==> config.mk <==
export PLATFORM = sky130hd
export DESIGN_NAME = condicionador_entradas
export DESIGN_NICKNAME = d
export VERILOG_FILES = /design/src/rtl/condicionador_pkg.sv /design/src/rtl/debounce_bit.sv /design/src/rtl/condicionador_entradas.sv
export SDC_FILE = /design/constraint.sdc
export NUM_CORES = 1
export LEC_CHECK = 0
export BUFFER_PORTS_ARGS = -buffer_cell sky130_fd_sc_hd__buf_2
export CORE_MARGIN = 4
export CORE_UTILIZATION = 40
export CTS_CLUSTER_DIAMETER = 150
export DETAILED_ROUTE_END_ITERATION = 6
export PLACE_DENSITY_LB_ADDON = 0.2
export SYNTH_ARGS = -nofsm -noshare
export SYNTH_HDL_FRONTEND = slang
export SYNTH_SLANG_ARGS = --single-unit
==> constraint.sdc <==
create_clock -name clock -period 2.8 [get_ports clock]
set_input_delay 0.42 -clock clock [delete_from_list [all_inputs] [get_ports clock]]
set_output_delay 0.42 -clock clock [all_outputs]
set_load 0.005 [all_outputs]
==> src/rtl/condicionador_pkg.sv <==
// condicionador_pkg
// Shared definitions for the input-conditioning stage placed in front of
// jogo_desafio_memoria: button-FSM state encodings, the default debounce
// length and a one-hot test used to validate button presses.
package condicionador_pkg;

  // 5 ms at the 1 MHz board clock.
  localparam int unsigned DEBOUNCE_CYCLES_DEFAULT = 5000;

  // Encodings are visible on db_estado, so they are fixed explicitly.
  typedef enum logic [2:0] {
    OCIOSO        = 3'b000,
    FILTRA        = 3'b001,
    EMITE         = 3'b010,
    REJEITA       = 3'b011,
    ESPERA_SOLTAR = 3'b100,
    SOLTA         = 3'b101
  } estado_t;

  // True when exactly one of the four bits is set.
  function automatic logic one_hot4(input logic [3:0] v);
    return (v != '0) && ((v & (v - 4'd1)) == '0);
  endfunction

endpackage

==> src/rtl/debounce_bit.sv <==
// debounce_bit
// Single-bit debouncer. The output level follows the (already synchronized)
// input only after DEBOUNCE_CYCLES consecutive cycles of a value that differs
// from the current output.
// Ports:
//   clock  in  system clock, rising edge
//   reset  in  asynchronous active-high reset (q and counter cleared)
//   d      in  synchronized input bit
//   q      out debounced level
module debounce_bit
  import condicionador_pkg::*;
#(
  parameter int unsigned DEBOUNCE_CYCLES = DEBOUNCE_CYCLES_DEFAULT
) (
  input  logic clock,
  input  logic reset,
  input  logic d,
  output logic q
);

  localparam int unsigned   CW      = $clog2(DEBOUNCE_CYCLES);
  localparam logic [CW-1:0] CNT_MAX = CW'(DEBOUNCE_CYCLES - 1);

  logic [CW-1:0] cnt;

  // cnt counts how many cycles d has disagreed with q; any agreement
  // restarts the run, so only an unbroken run flips the level.
  always_ff @(posedge clock or posedge reset) begin
    if (reset) begin
      cnt <= '0;
      q   <= 1'b0;
    end else if (d == q) begin
      cnt <= '0;
    end else if (cnt == CNT_MAX) begin
      cnt <= '0;
      q   <= d;
    end else begin
      cnt <= cnt + CW'(1);
    end
  end

endmodule

==> src/rtl/condicionador_entradas.sv <==
// condicionador_entradas
// Synchronizes, debounces and validates the raw button and start pins for
// the memory game FSM. A clean single-button press yields one jogada_feita
// pulse and a held one-hot jogada code; a stable multi-button press yields a
// multipla pulse instead. A debounced rising edge of jogar yields iniciar.
// Ports:
//   clock        in   system clock, rising edge
//   reset        in   asynchronous active-high reset, clears every flop
//   botoes[3:0]  in   raw button pins (1 = pressed)
//   jogar        in   raw start pin (1 = pressed)
//   jogada_feita out  one-cycle pulse per validated single-button press
//   jogada[3:0]  out  one-hot code of the last valid press (held)
//   multipla     out  one-cycle pulse per stable multi-button press
//   iniciar      out  one-cycle pulse per debounced jogar press
//   db_estado    out  current button-FSM state encoding
module condicionador_entradas
  import condicionador_pkg::*;
#(
  parameter int unsigned DEBOUNCE_CYCLES = DEBOUNCE_CYCLES_DEFAULT
) (
  input  logic       clock,
  input  logic       reset,
  input  logic [3:0] botoes,
  input  logic       jogar,
  output logic       jogada_feita,
  output logic [3:0] jogada,
  output logic       multipla,
  output logic       iniciar,
  output logic [2:0] db_estado
);

  localparam int unsigned   CW      = $clog2(DEBOUNCE_CYCLES);
  localparam logic [CW-1:0] CNT_MAX = CW'(DEBOUNCE_CYCLES - 1);

  // Two-flop synchronizers.
  logic [3:0] b_meta, b_s;
  logic       j_meta, j_s;

  always_ff @(posedge clock or posedge reset) begin
    if (reset) begin
      b_meta <= '0;
      b_s    <= '0;
      j_meta <= 1'b0;
      j_s    <= 1'b0;
    end else begin
      b_meta <= botoes;
      b_s    <= b_meta;
      j_meta <= jogar;
      j_s    <= j_meta;
    end
  end

  // Start path: debounced level, then a registered rising-edge detector.
  logic jogar_nivel, jogar_nivel_d;

  debounce_bit #(
    .DEBOUNCE_CYCLES(DEBOUNCE_CYCLES)
  ) u_debounce_jogar (
    .clock(clock),
    .reset(reset),
    .d    (j_s),
    .q    (jogar_nivel)
  );

  always_ff @(posedge clock or posedge reset) begin
    if (reset) begin
      jogar_nivel_d <= 1'b0;
      iniciar       <= 1'b0;
    end else begin
      jogar_nivel_d <= jogar_nivel;
      iniciar       <= jogar_nivel & ~jogar_nivel_d;
    end
  end

  // Button FSM.
  estado_t       estado, prox_estado;
  logic [CW-1:0] cnt, cnt_next;
  logic [3:0]    amostra, amostra_next;

  always_ff @(posedge clock or posedge reset) begin
    if (reset) begin
      estado  <= OCIOSO;
      cnt     <= '0;
      amostra <= '0;
    end else begin
      estado  <= prox_estado;
      cnt     <= cnt_next;
      amostra <= amostra_next;
    end
  end

  always_comb begin
    prox_estado  = estado;
    cnt_next     = cnt;
    amostra_next = amostra;
    case (estado)
      OCIOSO: begin
        if (b_s != '0) begin
          amostra_next = b_s;
          cnt_next     = '0;
          prox_estado  = FILTRA;
        end
      end
      FILTRA: begin
        if (b_s == '0) begin
          cnt_next    = '0;
          prox_estado = OCIOSO;
        end else if (b_s != amostra) begin
          // A different combination restarts the stability window.
          amostra_next = b_s;
          cnt_next     = '0;
        end else if (cnt == CNT_MAX) begin
          cnt_next    = '0;
          prox_estado = one_hot4(amostra) ? EMITE : REJEITA;
        end else begin
          cnt_next = cnt + CW'(1);
        end
      end
      EMITE, REJEITA: begin
        cnt_next    = '0;
        prox_estado = ESPERA_SOLTAR;
      end
      ESPERA_SOLTAR: begin
        if (b_s == '0) begin
          cnt_next    = '0;
          prox_estado = SOLTA;
        end
      end
      SOLTA: begin
        if (b_s != '0) begin
          cnt_next    = '0;
          prox_estado = ESPERA_SOLTAR;
        end else if (cnt == CNT_MAX) begin
          cnt_next    = '0;
          prox_estado = OCIOSO;
        end else begin
          cnt_next = cnt + CW'(1);
        end
      end
      default: begin
        cnt_next    = '0;
        prox_estado = OCIOSO;
      end
    endcase
  end

  // Held code of the last accepted press.
  always_ff @(posedge clock or posedge reset) begin
    if (reset) begin
      jogada <= '0;
    end else if (estado == EMITE) begin
      jogada <= amostra;
    end
  end

  assign jogada_feita = (estado == EMITE);
  assign multipla     = (estado == REJEITA);
  assign db_estado    = estado;

endmodule

==> metrics.md <==
| Metric | Value |
|---|---|
| GRT overflow | `0` |
| Most frequent cell after synthesis | `dfrtp_1` |
| TritonCTS buffer count | `5` |
| CP Max Fanout | `11` |
| Antenna violations before repair | `0` |
| Vias in the first global route | `1517` |
| Final period util | `0.7331` |
| Leak | `1.131 nW` |
| Asr flop ratio synth | `1.000` |
| Clock buffer depth | `2` |
| PD cells | `652.9 nW/um^2` |
| Peak supply drop | `0.3122 mV` |
| First-pass GRT wire length | `6.982 mm` |
| Synthesized area | `2355 um^2` |
| FF-to-FF setup slack | `750 ps` |
| Final WL | `3.983 mm` |
| Hold crit path type | `input port to async pin` |
| Switch Pwr | `0.5430 mW` |
| DIE WIDTH | `84.73 um` |
| Setup crit end kind | `register` |
| Largest cells by area after synthesis | `dfrtp_1 53%, xor2_1 4.8%, mux2_2 4.3%` |
| H-tree depth | `2` |
| Ports | `17` |
| # hold bufs at CTS | `0` |
| IO Port Bufs | `16` |
| Tot GR Track Use | `0.1198` |
| Layout net count | `243` |
| Vias | `1575` |
| FMAX | `487.2 MHz` |
| YS warnings | `0` |
| Synth top cells by count | `50 x dfrtp_1, 24 x nor2_1, 21 x nand2_1` |
| Dominant cell type by area after synthesis | `dfrtp_1` |
| Worst-Skew Late Latency | `300 ps` |
| Post-synthesis sequential area ratio | `0.5313` |
| Combinational share of power | `0.211` |
| Sw Share | `0.3221` |
| Grt met1 use | `0.1640` |
| CP max-delay cell | `dfrtp_1` |
| Synth Instances | `217` |
| Synth unique cells | `47` |
| Required @ worst endpoint | `3010 ps` |
| Setup CP Type | `register to register` |
| Core box area | `5608 um^2` |
| Starting Density | `0.4199` |
| Remaining DRCs | `0` |
| CTS tree | `yes` |
| # rows | `27` |
| Post-DRT Antenna Nets | `0` |
| Final Hold Fails | `0` |
| DP Wirelength | `2.786 mm` |
| Full die area | `7178 um^2` |
| Placed cell area | `2487 um^2` |
| Avg Cell Area, Syn | `10.85 um^2` |
| Critical path's largest stage delay | `430 ps` |
| Internal Power | `1.143 mW` |
| CTS sink count | `50` |
| Post-synth EDFFs | `0` |
| Share of layout cells above drive strength 1 | `0.1915` |
| Area grow syn2layout | `9.671%` |
| Critical Path Source Type | `register` |
| CTS Root Cell | `clkbuf_8` |
| Dpl ws | `744.2 ps` |
| FF-to-FF End | `cnt[3]` |
| Met3 GRT Util | `0.02944` |
| Post-CTS Setup Repair Bufs | `0` |
| CP startpoint | `b_s[0]` |
| Setup-failing EPs final | `0` |
| Yosys top cell area share | `0.5313` |
| Status | `finished clean` |
| Clk pwr share | `0.262` |
| DR iter-0 viols | `54` |
| Final Cell Area | `2582 um^2` |
| Worst slew margin | `0.6783` |
| Clock skew | `5.591 ps` |
| Worst slew pin tran | `482.6 ps` |
| Fillers | `542` |
| Drt first pass iters | `4` |
| FF-to-FF path depth | `6` |
| Top FF cell, synth | `dfrtp_1` |
| Max Slew Vio Count | `0` |
| CP Data Arrival Time | `2260 ps` |
| Via-to-Cell Ratio | `5.130` |
| Die height | `84.73 um` |
| Syn Nets | `226` |
| Setup TNS | `0 ps` |
| Routing usage on met2 | `0.1843` |
| Reg-to-Reg Start | `b_s[0]` |
| CP cell instances | `nor4_4 > buf_4 > xor2_1 > nor3_2 > nand2_2 > o311ai_1` |
| Worst Slack Setup Final | `747.4 ps` |
| Drt wl/cell | `12.97 um` |
| Resized cells post-CTS | `0` |
| Largest net degree at the start of global routing | `33` |
| Number of diodes | `0` |
| Max_cap viols | `0` |
| RSZ-0062 raised after global routing | `no` |
| Synthesis-stage register bit count | `50` |
| CTS clk-pin slew, worst paths | `100 ps` |
| Gr busiest metal | `met2` |
| Fin crit period | `2053 ps` |
| Placer Congestion | `0.7845` |
| Sequential Power Share | `0.528` |
-- metal layers --
layer / vias to the layer above / share of wire
li1: 797 / -
met2: 20 / 0.45
met3: 5 / 0.033
met5: - / 0
met4: 0 / 0.015
met1: 753 / 0.51
-- layout make-up --
type | count | area [um^2] | area share
well taps | 72 | 90.09 | 0.03488
clock buffers | 5 | 68.82 | 0.02665
repair buffers | 18 | 95.09 | 0.03682
multi-input cells | 157 | 1044 | 0.4041
clock inverters | 3 | 26.28 | 0.01017
inverters | 2 | 7.507 | 0.002907
flip-flops and latches | 50 | 1251 | 0.4845
-- critical path, delay by kind of cell (launching register included) --
family | cells | cell delay, ps
DFF | 1 | 430
buffers and inverters | 1 | 220
AOI/OAI and AO/OA | 1 | 300
xor gates and xnor gates | 1 | 110
and+or+nand+nor | 3 | 900
-- power by group through the flow --
stage          clock (mW)  combinational [mW]  sequential (mW)
3_3_place_gp            0               0.360            0.904
3_5_place_dp            0               0.362            0.906
6_report            0.441               0.356            0.890
2_1_floorplan           0               0.334            0.859
4_1_cts             0.466               0.364            0.890
5_1_grt             0.500               0.397            0.908
-- per-stage QoR --
stage | hold WS, ps | total power [mW] | instances | utilization
final | 93.26 | 1.686 | 307 | 0.4605
after global routing | 119.1 | 1.804 | 307 | 0.4605
after CTS | 101.9 | 1.720 | 307 | 0.4605
after detailed placement | 334.7 | 1.267 | 299 | 0.4436
after global placement | 335.2 | 1.264 | 299 | 0.4436
after floorplan | 331.2 | 1.193 | 217 | -
-- cells by family after synthesis --
group | Yosys count | synth area share
XOR/XNOR | 23 | 0.08555
AO/OA/AOI/OAI | 29 | 0.08343
AND/OR/NAND/NOR | 92 | 0.2099
multiplexers | 11 | 0.05367
flip-flops | 50 | 0.5313
buffers and inverters | 10 | 0.02551
adder cells (fa/ha/maj) | 2 | 0.01063
-- flip-flops by register name, summed over array words and instances (netlist names) --
name / cells
cnt: 13
u_debounce_jogar.cnt: 13
amostra: 4
b_meta: 4
b_s: 4
jogada: 4
db_estado: 3
iniciar: 1
j_meta: 1
j_s: 1
jogar_nivel_d: 1
u_debounce_jogar.q: 1
-- worst max path at each step --
stage	endpoint	slack [ps]	cells after the start
3_3_place_gp	cnt[3]	780	6
4_1_cts	cnt[3]	710	6
2_1_floorplan	cnt[11]	1050	6
6_report	cnt[3]	750	6
3_5_place_dp	cnt[3]	740	6
5_1_grt	cnt[3]	560	6
-- cells in the final DEF (no fill, tap or decap), types with 2 or more instances in the layout --
master	synthesis	routed
or3_1	2	2
nand4_1	6	6
o211ai_1	2	2
xor2_1	13	13
mux2_2	9	9
nor3b_1	4	4
inv_6	0	2
xnor2_1	10	10
buf_4	1	2
nor2_1	24	24
buf_2	3	16
dfrtp_1	50	50
nand2_1	21	21
nor3_1	8	8
o21ai_1	7	7
ha_1	2	2
a21oi_1	10	10
and3_1	4	4
nand3_1	9	9
clkbuf_8	0	5
(Power assumes the default switching activity.)
